## src/rtl/bcd_scan_display.sv

```systemverilog
// bcd_scan_display
// Time-multiplexed seven-segment driver for a 3-digit packed BCD value on a
// 4-digit common-anode display. New values are held in a pending register
// and copied to the displayed register only at a frame boundary, so a frame
// never mixes digits from two different values.
//
// Ports:
//   clk        system clock, rising edge
//   rst        synchronous active-high reset
//   bcd_in     packed BCD {hundreds, tens, ones}
//   bcd_valid  load strobe, sampled every cycle
//   blank_lz   leading-zero blanking enable, sampled live
//   an         digit enables (an[0] ones .. an[2] hundreds, an[3] unused)
//   seg        segments {g,f,e,d,c,b,a}
//   dp         decimal point, always inactive
//   loaded     one-cycle pulse when the displayed value changes register
module bcd_scan_display #(
  parameter int REFRESH_DIV = 50000,
  parameter bit ACTIVE_LOW  = 1'b1
) (
  input  logic        clk,
  input  logic        rst,
  input  logic [11:0] bcd_in,
  input  logic        bcd_valid,
  input  logic        blank_lz,
  output logic [3:0]  an,
  output logic [6:0]  seg,
  output logic        dp,
  output logic        loaded
);

  localparam int CW = (REFRESH_DIV > 2) ? $clog2(REFRESH_DIV) : 1;
  localparam logic [CW-1:0] CNT_MAX = CW'(REFRESH_DIV - 1);
  localparam logic [3:0] AN_OFF  = {4{ACTIVE_LOW}};
  localparam logic [6:0] SEG_OFF = {7{ACTIVE_LOW}};

  logic [CW-1:0] r_cnt;
  logic [1:0]    r_idx;
  logic [11:0]   r_disp;
  logic [11:0]   r_pend_val;
  logic          r_pend_flag;
  logic [3:0]    r_an;
  logic [6:0]    r_seg;
  logic          r_dp;
  logic          r_loaded;

  logic          w_tick;
  logic          w_boundary;
  logic          w_hund_blank;
  logic          w_tens_blank;
  logic          w_dark;
  logic [3:0]    w_nib;
  logic [6:0]    w_seg_dec;
  logic [3:0]    w_an_ah;

  assign w_tick     = (r_cnt == CNT_MAX);
  assign w_boundary = w_tick && (r_idx == 2'd3);

  // Blanking ripples from the most significant digit downward; a dash
  // nibble is non-zero and therefore stops the ripple.
  assign w_hund_blank = blank_lz && (r_disp[11:8] == 4'd0);
  assign w_tens_blank = w_hund_blank && (r_disp[7:4] == 4'd0);

  always_comb begin
    w_nib  = r_disp[3:0];
    w_dark = 1'b0;
    case (r_idx)
      2'd0: begin
        w_nib  = r_disp[3:0];
        w_dark = 1'b0;
      end
      2'd1: begin
        w_nib  = r_disp[7:4];
        w_dark = w_tens_blank;
      end
      2'd2: begin
        w_nib  = r_disp[11:8];
        w_dark = w_hund_blank;
      end
      default: begin
        w_nib  = 4'd0;
        w_dark = 1'b1;
      end
    endcase
  end

  // Active-high segment decode, gfedcba.
  always_comb begin
    w_seg_dec = 7'h40;
    case (w_nib)
      4'd0:    w_seg_dec = 7'h3F;
      4'd1:    w_seg_dec = 7'h06;
      4'd2:    w_seg_dec = 7'h5B;
      4'd3:    w_seg_dec = 7'h4F;
      4'd4:    w_seg_dec = 7'h66;
      4'd5:    w_seg_dec = 7'h6D;
      4'd6:    w_seg_dec = 7'h7D;
      4'd7:    w_seg_dec = 7'h07;
      4'd8:    w_seg_dec = 7'h7F;
      4'd9:    w_seg_dec = 7'h6F;
      default: w_seg_dec = 7'h40;  // non-BCD nibble shows a dash
    endcase
  end

  // One-hot digit enable in active-high form; a dark slot enables nothing.
  genvar gi;
  generate
    for (gi = 0; gi < 4; gi++) begin : g_an
      assign w_an_ah[gi] = (r_idx == 2'(gi)) && !w_dark;
    end
  endgenerate

  always_ff @(posedge clk) begin
    if (rst) begin
      r_cnt       <= '0;
      r_idx       <= 2'd0;
      r_disp      <= 12'h000;
      r_pend_val  <= 12'h000;
      r_pend_flag <= 1'b0;
      r_an        <= AN_OFF;
      r_seg       <= SEG_OFF;
      r_dp        <= ACTIVE_LOW;
      r_loaded    <= 1'b0;
    end else begin
      r_cnt <= w_tick ? '0 : r_cnt + 1'b1;
      if (w_tick) begin
        r_idx <= r_idx + 2'd1;
      end

      if (w_boundary) begin
        // A strobe on the boundary cycle bypasses the pending register.
        if (bcd_valid) begin
          r_disp <= bcd_in;
        end else if (r_pend_flag) begin
          r_disp <= r_pend_val;
        end
        r_pend_flag <= 1'b0;
        r_loaded    <= bcd_valid || r_pend_flag;
      end else begin
        if (bcd_valid) begin
          r_pend_val  <= bcd_in;
          r_pend_flag <= 1'b1;
        end
        r_loaded <= 1'b0;
      end

      // Outputs lag the scan index by one cycle.
      r_an  <= w_an_ah ^ AN_OFF;
      r_seg <= (w_dark ? 7'h00 : w_seg_dec) ^ SEG_OFF;
      r_dp  <= ACTIVE_LOW;
    end
  end

  assign an     = r_an;
  assign seg    = r_seg;
  assign dp     = r_dp;
  assign loaded = r_loaded;

endmodule

```

## config.mk

```make
export PLATFORM = sky130hd
export DESIGN_NAME = bcd_scan_display
export DESIGN_NICKNAME = d
export VERILOG_FILES = /design/src/rtl/bcd_scan_display.sv
export SDC_FILE = /design/constraint.sdc
export NUM_CORES = 1
export LEC_CHECK = 0
export ABC_AREA = 0
export BUFFER_PORTS_ARGS = -buffer_cell sky130_fd_sc_hd__buf_2
export CELL_PAD_IN_SITES_DETAIL_PLACEMENT = 0
export CELL_PAD_IN_SITES_GLOBAL_PLACEMENT = 1
export CORE_MARGIN = 2
export CORE_UTILIZATION = 41
export DETAILED_ROUTE_END_ITERATION = 16
export GPL_TIMING_DRIVEN = 0
export PLACE_DENSITY = 0.84
export SETUP_SLACK_MARGIN = 0.3
export SYNTH_ARGS = -nofsm -noshare
export SYNTH_HDL_FRONTEND = slang
export SYNTH_SLANG_ARGS = --single-unit
```

## constraint.sdc

```tcl
create_clock -name clk -period 2.1 [get_ports clk]
set_input_delay 0.21 -clock clk [delete_from_list [all_inputs] [get_ports clk]]
set_output_delay 0.21 -clock clk [all_outputs]
set_load 0.02 [all_outputs]
```

**Word-level counts from Yosys, hierarchy flattened**

Memory sizes are Yosys's and may differ from the RTL's.
Index checks and enable logic that the tools add are counted.
Widths: inputs -> output; s select.

- Mux-type cells: 5
- Bitwise logic cells: 3
- Equal/unequal tests: 4
- Reductions and logical operators: 18
- Add/subtract/negate cells: 2

Operator list:

| kind | count |
|---|---|
| $mux 12 | 2 |
| $add 16x1->16 const B | 1 |
| $eq 16x16->1 const B | 1 |
| $pmux 4 s3 | 1 |
| $logic_not 4->1 | 2 |
| $logic_and 1x1->1 | 7 |
| $mux 7 | 1 |
| $not 7->7 | 1 |
| $reduce_or 2->1 | 3 |
| $eq 2x2->1 const B | 2 |
| $not 4->4 | 1 |
| $reduce_and 2->1 | 2 |
| $pmux 1 s3 | 1 |
| $add 2x1->2 const B | 1 |
| $eq 2x1->1 const B | 1 |
| $logic_not 2->1 | 1 |
| $reduce_bool 2->1 | 1 |
| $logic_not 1->1 | 1 |
| $logic_or 1x1->1 | 1 |
| $not 1->1 | 1 |

- Word-level logic and storage cells: 41
- Memories kept: 1
- Output and inout port bits: 13
- Bits in read-only memories: 112
- Register bits: 55
- Input bits: 16

Memories:

| memory | depth | bits a word | rd ports | clocked after Yosys merged registers in | write ports | RTL line | text |
|---|---|---|---|---|---|---|---|
| (no name shown) | 16 | 7 | 1 | 0 | 0 | 90 | `case (w_nib)` |

**Depth between registers and ports, before layout**

Gate-level depths: netlist (run 1).

- Depth after elaboration: 7
- Depth in mapped cells: 9
- Depth with buffers taken out: 9

**Worst setup path before layout (run 1)**

OpenSTA, ideal clock, no wires.

- Kind: register to register
- Start: reg r_idx[1]
- End: reg r_seg[6] (netlist: seg[6])
- Required time: 1.972 ns
- Buffers on the path: 0
- Data arrival time: 1.897 ns
- Stages on the path, launching flop included: 10
- Path slack: 0.075 ns
- Period minus slack after synthesis: 2.025 ns
- Setup time: 0.128 ns
- Cells stage by stage: dfxtp_1 inv_1 ha_1 a222oi_1 or2_2 inv_1 ha_1 mux2_2 nand2_1 nand2_1

- Word-level cells in the longest chain between the ends: 5
- Elaborated cells between the ends (all ways): 8
- Those cells by class: eq/ne: 2; mux: 3; bitwise: 1; reduce/logical: 1; memory: 1

RTL lines:

| what | RTL line | text |
|---|---|---|
| from (decl) | 38 | `logic [1:0] r_idx;` |
| from (signal assigned) | 127 | `r_idx <= r_idx + 2'd1;` |
| $eq 2x2->1 (tied with other cells) | 67 | `case (r_idx)` |
| $pmux 4 s3 | 67 |  |
| $mem_v2 16x7 | n/a |  |
| $mux 7 * | 149 | `r_seg <= (w_dark ? 7'h00 : w_seg_dec) ^ SEG_OFF;` |
| $not 7->7 (no line) * | n/a |  |
| to (signal assigned) | 149 |  |
| to (decl) | 43 | `logic [6:0] r_seg;` |

Every way passes the cells marked *; elsewhere a longest branch is shown, timed or not.
A chain may end at the register's enable or synchronous reset.

**Worst setup path in the final report (run 1)**

- Start: reg r_idx[0]
- End: reg r_seg[3] (netlist: seg[3])

The elaborated chain is that of the path after synthesis.

==> results of run 1 <==
state kept, by name (all words and copies together) (netlist names):
signal,cells
loaded,1
seg,7
r_cnt,16
r_pend_flag,1
r_pend_val,12
an,4
r_disp,12
r_idx,2
area by class of cell:
class	count	area, um2
multi-input combinational	202	1637
timing repair buffer	58	466.7
buffer	16	123.9
clock buffer	5	68.82
fill	554	2808
inverter	11	48.80
tap	77	96.34
clock inverter	3	22.52
sequential	55	1115
worst min-delay path by stage:
stage,from,to,slack [ps],cells past startpoint
2_1_floorplan,bcd_in[0],r_pend_val[0],370,2
3_3_place_gp,r_cnt[0],r_cnt[0],440,1
3_5_place_dp,r_cnt[0],r_cnt[0],460,1
4_1_cts,bcd_in[2],r_pend_val[2],150,3
5_1_grt,bcd_in[4],r_pend_val[4],160,3
6_report,bcd_in[8],r_pend_val[8],150,3
layout by cell type, fill, tap and decap left out, drive strengths merged, types with 11 or more instances in the layout:
cell type / count
nor2b: 13
inv: 13
nand2: 11
dfxtp: 55
clkbuf: 15
mux2i: 26
xnor2: 12
buf: 64
mux2: 13
nand2b: 25
nor2: 34
ha: 12
worst min-delay path: cells and delay by family:
family / cells / cell delay [ps]
muxes: 1 / 60
and+or+nand+nor: 1 / 60
buffers and inverters: 1 / 100
through the flow:
stage	setup TNS [ps]	cells	hold slack (ps)	cell area (um2)
2_1_floorplan	0	284	365.3	2773
3_3_place_gp	-199.0	386	443.4	2994
3_5_place_dp	-270.8	386	459.1	2994
4_1_cts	0	418	150.5	3378
5_1_grt	0	427	160.3	3578
6_report	0	427	154.4	3578
report_power, final:
part / total (mW) / internal (mW) / switching [mW] / leakage [nW]
sequential: 1.08 / 1.07 / 0.0146 / 0.452
combinational: 0.181 / 0.0898 / 0.0909 / 1.00
clock: 0.610 / 0.242 / 0.367 / 0.0489
what timing repair did:
action                                 4_1_cts  5_1_grt
hold buffers                                 0        0
gates resized for setup                     19       42
pin swaps                                   10       16
endpoints found under the hold margin        0        0
setup buffers                               22        8
cloned                                       2        1
setup endpoints to repair                   47       51
cell families (layout without fill, tap and decap cells):
logic type | after synthesis | after routing
buffers and inverters | 27 | 93
xor gates and xnor gates | 14 | 14
AOI/OAI and AO/OA | 22 | 22
muxes | 39 | 39
other | 1 | 1
and+or+nand+nor | 114 | 114
DFF | 55 | 55
adders and majority gates | 12 | 12
metal layers:
metal | share of wire, % | vias to the layer above
li1 | - | 1094
met1 | 48 | 1022
met2 | 47 | 43
met3 | 4.2 | 6
met4 | 0.96 | 0
met5 | 0 | -
==> run summary, run 1 <==
Status - finished clean
Max-slew violation count - 0
Worst-path cell chain - inv_2 > ha_2 > a222oi_1 > buf_4 > or2_4 > ha_1 > nor3b_1 > o21ai_1
Worst Setup Slack, final - 183.4 ps
DR vias - 2165
Worst path bufs/invs - 2
Critical-path maximum fanout - 5
Gr usage total - 16.41%
Tcrit/Tclk final - 91.27%
Crit Path Class - register to register
Fin nets - 377
Post-synth EDFFs - 0
DRT Pass-1 Iters - 4
Setup crit end - seg[3]
TritonCTS clock tree - done
Arrival @ worst endpoint - 2120 ps
# diodes - 0
DP HPWL - 3687 um
R2R Setup Slk - 180 ps
Post-synthesis cell count - 284
Critical path depth in cells - 8
GP Congestion - 0.8484
Mean routed wirelength per cell - 13.85 um
CP max stage cell - dfxtp_4
Met2 GRT Util - 26.85%
Core area - 0.006386 mm2
Post-synthesis average cell area - 9.538 um2
Mean number of vias per cell - 5.070
Leak - 1.504 nW
Worst Setup SP - r_idx[0]
Fmax - 521.8 MHz
Slew headroom - 49.61%
Cts bufs inserted - 5
Mux contribution to synthesized area - 15.01%
Drc violations - 0
Yosys top cell area share - 40.65%
Synth Area in Compound Gates - 5.727%
Die area - 0.007274 mm2
Synth warnings - 0
Clock slew at reported path FFs - 110 ps
Area leader, netlist - dfxtp_1
CP top delay family - adder cells
Initial antenna violation count - 0
Vias in the first global route - 2101
Post-Synth Adder-Cell Area - 5.543%
Crit start category - register
Hold Vio Cnt, Final - 0
FFs w/ async S/R, synth - 0%
First-pass GRT wire length - 9770 um
MaxCap Viol Count - 0
Most Crowded Layer GR - met2
Setup WS pre-CTS - -106.9 ps
Synth Flop Type - dfxtp_1
Largest family of logic cells by synthesized area - simple AND/OR/NAND/NOR gates
Post-synthesis net count - 312
Final Power - 1.872 mW
Sequential share of the synthesized area - 40.65%
Post-Synth XOR/XNOR Area - 4.527%
Synthesis-to-layout area growth - 32.10%
Worst-margin pin slew - 755.9 ps
Tmin final - 1917 ps
# rows - 29
Port bufs - 25
Layout cells sized above 1 - 36.57%
PD cells - 523.2 mW/mm2
Simple-gate area share of the yosys netlist - 23.79%
RSZ-0062 raised after global routing - yes
GR Util met1 - 21.83%
Final wirelength - 5915 um
Peak supply drop - 0.0003035 V
Synth area leaders - dfxtp_1 (41%), mux2i_1 (9.6%), nand2b_1 (5.8%), ha_1 (5.5%), mux2_2 (5.4%)
Post-layout util - 56.03%
Worst-Skew Late Latency - 310 ps
R2R depth - 8
Post-synthesis cell type count - 42
Root Driver - clkbuf_8
Max incr delay on CP - 380 ps
Die Wd - 85.29 um
Clock tree buffer depth - 2
Initial core utilization - 42.42%
Worst Hold Class - input pin to register
Post-DRT Antenna Nets - 0
#FFs+latches synth - 55
Largest net degree at the start of global routing - 19
Synth top cells by count - dfxtp_1 (55), nor2_1 (34), mux2i_1 (26), nand2b_1 (25)
Final Skew - 9.862 ps
Clk sinks - 55
Final setup viols - 0
Worst Path Required - 2300 ps
Cell with the most instances after synthesis - dfxtp_1
Ports - 29
Reg2reg end - seg[3]
Post-Syn Area - 0.002709 mm2
Met3 Use GR - 3.307%
Die Ht - 85.29 um
Initial DRC Count - 91
H-tree levels - 2
Reg-to-reg startpoint - r_idx[0]
Crit end category - register
Total congestion overflow - 0
Note: power is estimated with default switching activity, not from simulation.
==> run 2, diff against run 1 <==
--- a/config.mk
+++ b/config.mk
@@ -13,7 +13,7 @@
 export CORE_UTILIZATION = 41
 export DETAILED_ROUTE_END_ITERATION = 16
 export GPL_TIMING_DRIVEN = 0
-export PLACE_DENSITY = 0.84
+export PLACE_DENSITY_LB_ADDON = 0.3
 export SETUP_SLACK_MARGIN = 0.3
 export SYNTH_ARGS = -nofsm -noshare
 export SYNTH_HDL_FRONTEND = slang
==> run 2 against run 1 <==
  * Final area rose by 0.84%
  * Via count fell by 3.0%
  * Clock skew rose by 2.1 ps
  * Clock-buffer cell count did not move
  * Largest cell class unchanged
  * Worst setup slack got worse by 14 ps
  * Critical path depth rose by 1
  * Power fell by 0.33%
  * Sequential share of layout area fell by 0.33 points
  * Combinational power fell by 3%
==> run summary, run 2 (synthesis gave the netlist of run 1 again) <==
Commonest non-fill, non-tap cell in the layout - dfxtp_1
# rows - 29
Final setup viols - 0
Register area - 0.001112 mm2
Final instance area - 0.003608 mm2
Gr usage total - 16.38%
Crit end category - register
Arrival @ worst endpoint - 2140 ps
Most frequent cells in the layout - dfxtp_1 (50), nor2_1 (32), mux2i_1 (26)
GP Congestion - 0.8198
Tcrit/Tclk final - 91.93%
Top reg by flops - r_cnt
Root Driver - clkbuf_8
Critical-path maximum fanout - 4
Layout cells sized above 1 - 36.75%
# diodes - 0
Max-slew violation count - 0
Fmax - 518.0 MHz
Reg-to-reg startpoint - r_idx[1]
Crit start category - register
Hold path startpoint - bcd_in[5]
WHS - 148.4 ps
Crit Path Class - register to register
Mean number of vias per cell - 4.904
Status - finished clean
DRT Pass-1 Iters - 5
Final Power - 1.866 mW
Initial DRC Count - 79
Clock tree buffer depth - 2
Largest net degree at the start of global routing - 19
PD cells - 517.1 mW/mm2
Cts bufs inserted - 5
Drc violations - 0
Post-DRT Antenna Nets - 0
CTS Hold Bufs - 0
DR vias - 2099
TritonCTS clock tree - done
Slew headroom - 51.50%
Worst Hold Class - input pin to register
Initial antenna violation count - 0
RSZ-0062 raised after global routing - yes
Post-layout util - 56.50%
Core area - 0.006386 mm2
Flip-flop count of the largest register after layout - 16
Peak supply drop - 0.0002836 V
Final Skew - 11.99 ps
Clk sinks - 55
Final wirelength - 5720 um
DP HPWL - 3697 um
Worst-margin pin slew - 727.5 ps
Clock slew at reported path FFs - 110 ps
Worst Path Required - 2310 ps
Worst-Skew Late Latency - 320 ps
Vias in the first global route - 2027
H-tree levels - 2
Hold Path Stages - 3
Initial core utilization - 42.42%
Tmin final - 1931 ps
First-pass GRT wire length - 9625 um
Biggest regs - r_cnt (16), r_disp (12), r_pend_val (12)
Fin nets - 378
Synthesis-to-layout area growth - 33.21%
Mean routed wirelength per cell - 13.36 um
R2R depth - 9
Die area - 0.007274 mm2
Multi-input gate area - 0.001682 mm2
Die Wd - 85.29 um
Hold Vio Cnt, Final - 0
MaxCap Viol Count - 0
Total congestion overflow - 0
Die Ht - 85.29 um
Port bufs - 25
Ports - 29
Filler cells - 575
Placed Area - 0.002994 mm2
Leak - 1.510 nW
Worst Setup SP - r_idx[1]
==> run 2: cell types whose count changed in the layout (fill, tap and decap cells not counted), moves of 2 or more <==
cell | before | now
nor2_1 | 25 | 32
ha_2 | 3 | 1
inv_6 | 2 | 0
a21oi_1 | 4 | 2
ha_4 | 4 | 7
buf_4 | 20 | 24
a21oi_2 | 0 | 2
clkinv_4 | 0 | 2
nor2_2 | 8 | 2
==> run 2: per-layer routing <==
metal  up-vias  share of wire [%]  track usage, %
li1       1091                  -               -
met1       952                 48           22.57
met2        49                 47           25.99
met3         7                4.1           3.307
met5         -                  0               0
met4         0                1.2           4.762
==> run 2: report_power, final <==
group / total [mW] / leakage (nW) / switching, mW / internal [mW]
combinational: 0.175 / 1.01 / 0.0881 / 0.0870
sequential: 1.08 / 0.452 / 0.0156 / 1.07
clock: 0.607 / 0.0486 / 0.367 / 0.241
==> run 2: layout make-up <==
| type | instances | area share (%) |
|---|---|---|
| clock buffers | 5 | 1.907 |
| well taps | 77 | 2.670 |
| clock inverters | 3 | 0.6588 |
| inverters | 11 | 1.352 |
| flip-flops and latches | 55 | 30.83 |
| plain buffers | 16 | 3.606 |
| multi-input cells | 202 | 46.60 |
| repair buffers | 59 | 12.38 |
==> run 2: worst paths after layout <==
| path | slack [ps] | end |
|---|---|---|
| max reg2reg | 170 | seg[6] |
| min | 150 | r_pend_val[5] |
| max | 170 | seg[6] |
| min reg2reg | 470 | r_cnt[0] |
==> run 2: worst max-delay path, stage by stage, from the launching register on <==
cell and delay [ps]:
dfxtp_4 400, inv_4 50, ha_4 160, a222oi_1 420, or2_4 250, inv_4 50
ha_4 140, mux2_4 260, nand2_2 50, nand2_1 50
==> run 2: stage by stage <==
stage | setup TNS (ps) | setup slack, ps | std cells
2_1_floorplan | 0 | 201.3 | 284
3_3_place_gp | -113.2 | -68.89 | 386
3_5_place_dp | -332.2 | -138.4 | 386
4_1_cts | 0 | 146.1 | 420
5_1_grt | 0 | 76.72 | 428
6_report | 0 | 169.4 | 428
==> run 2: what timing repair did <==
action | 4_1_cts | 5_1_grt
setup buffers | 24 | 7
gates cloned | 2 | 1
gates resized for setup | 30 | 34
endpoints found under the setup margin | 47 | 53
pin swaps | 19 | 12
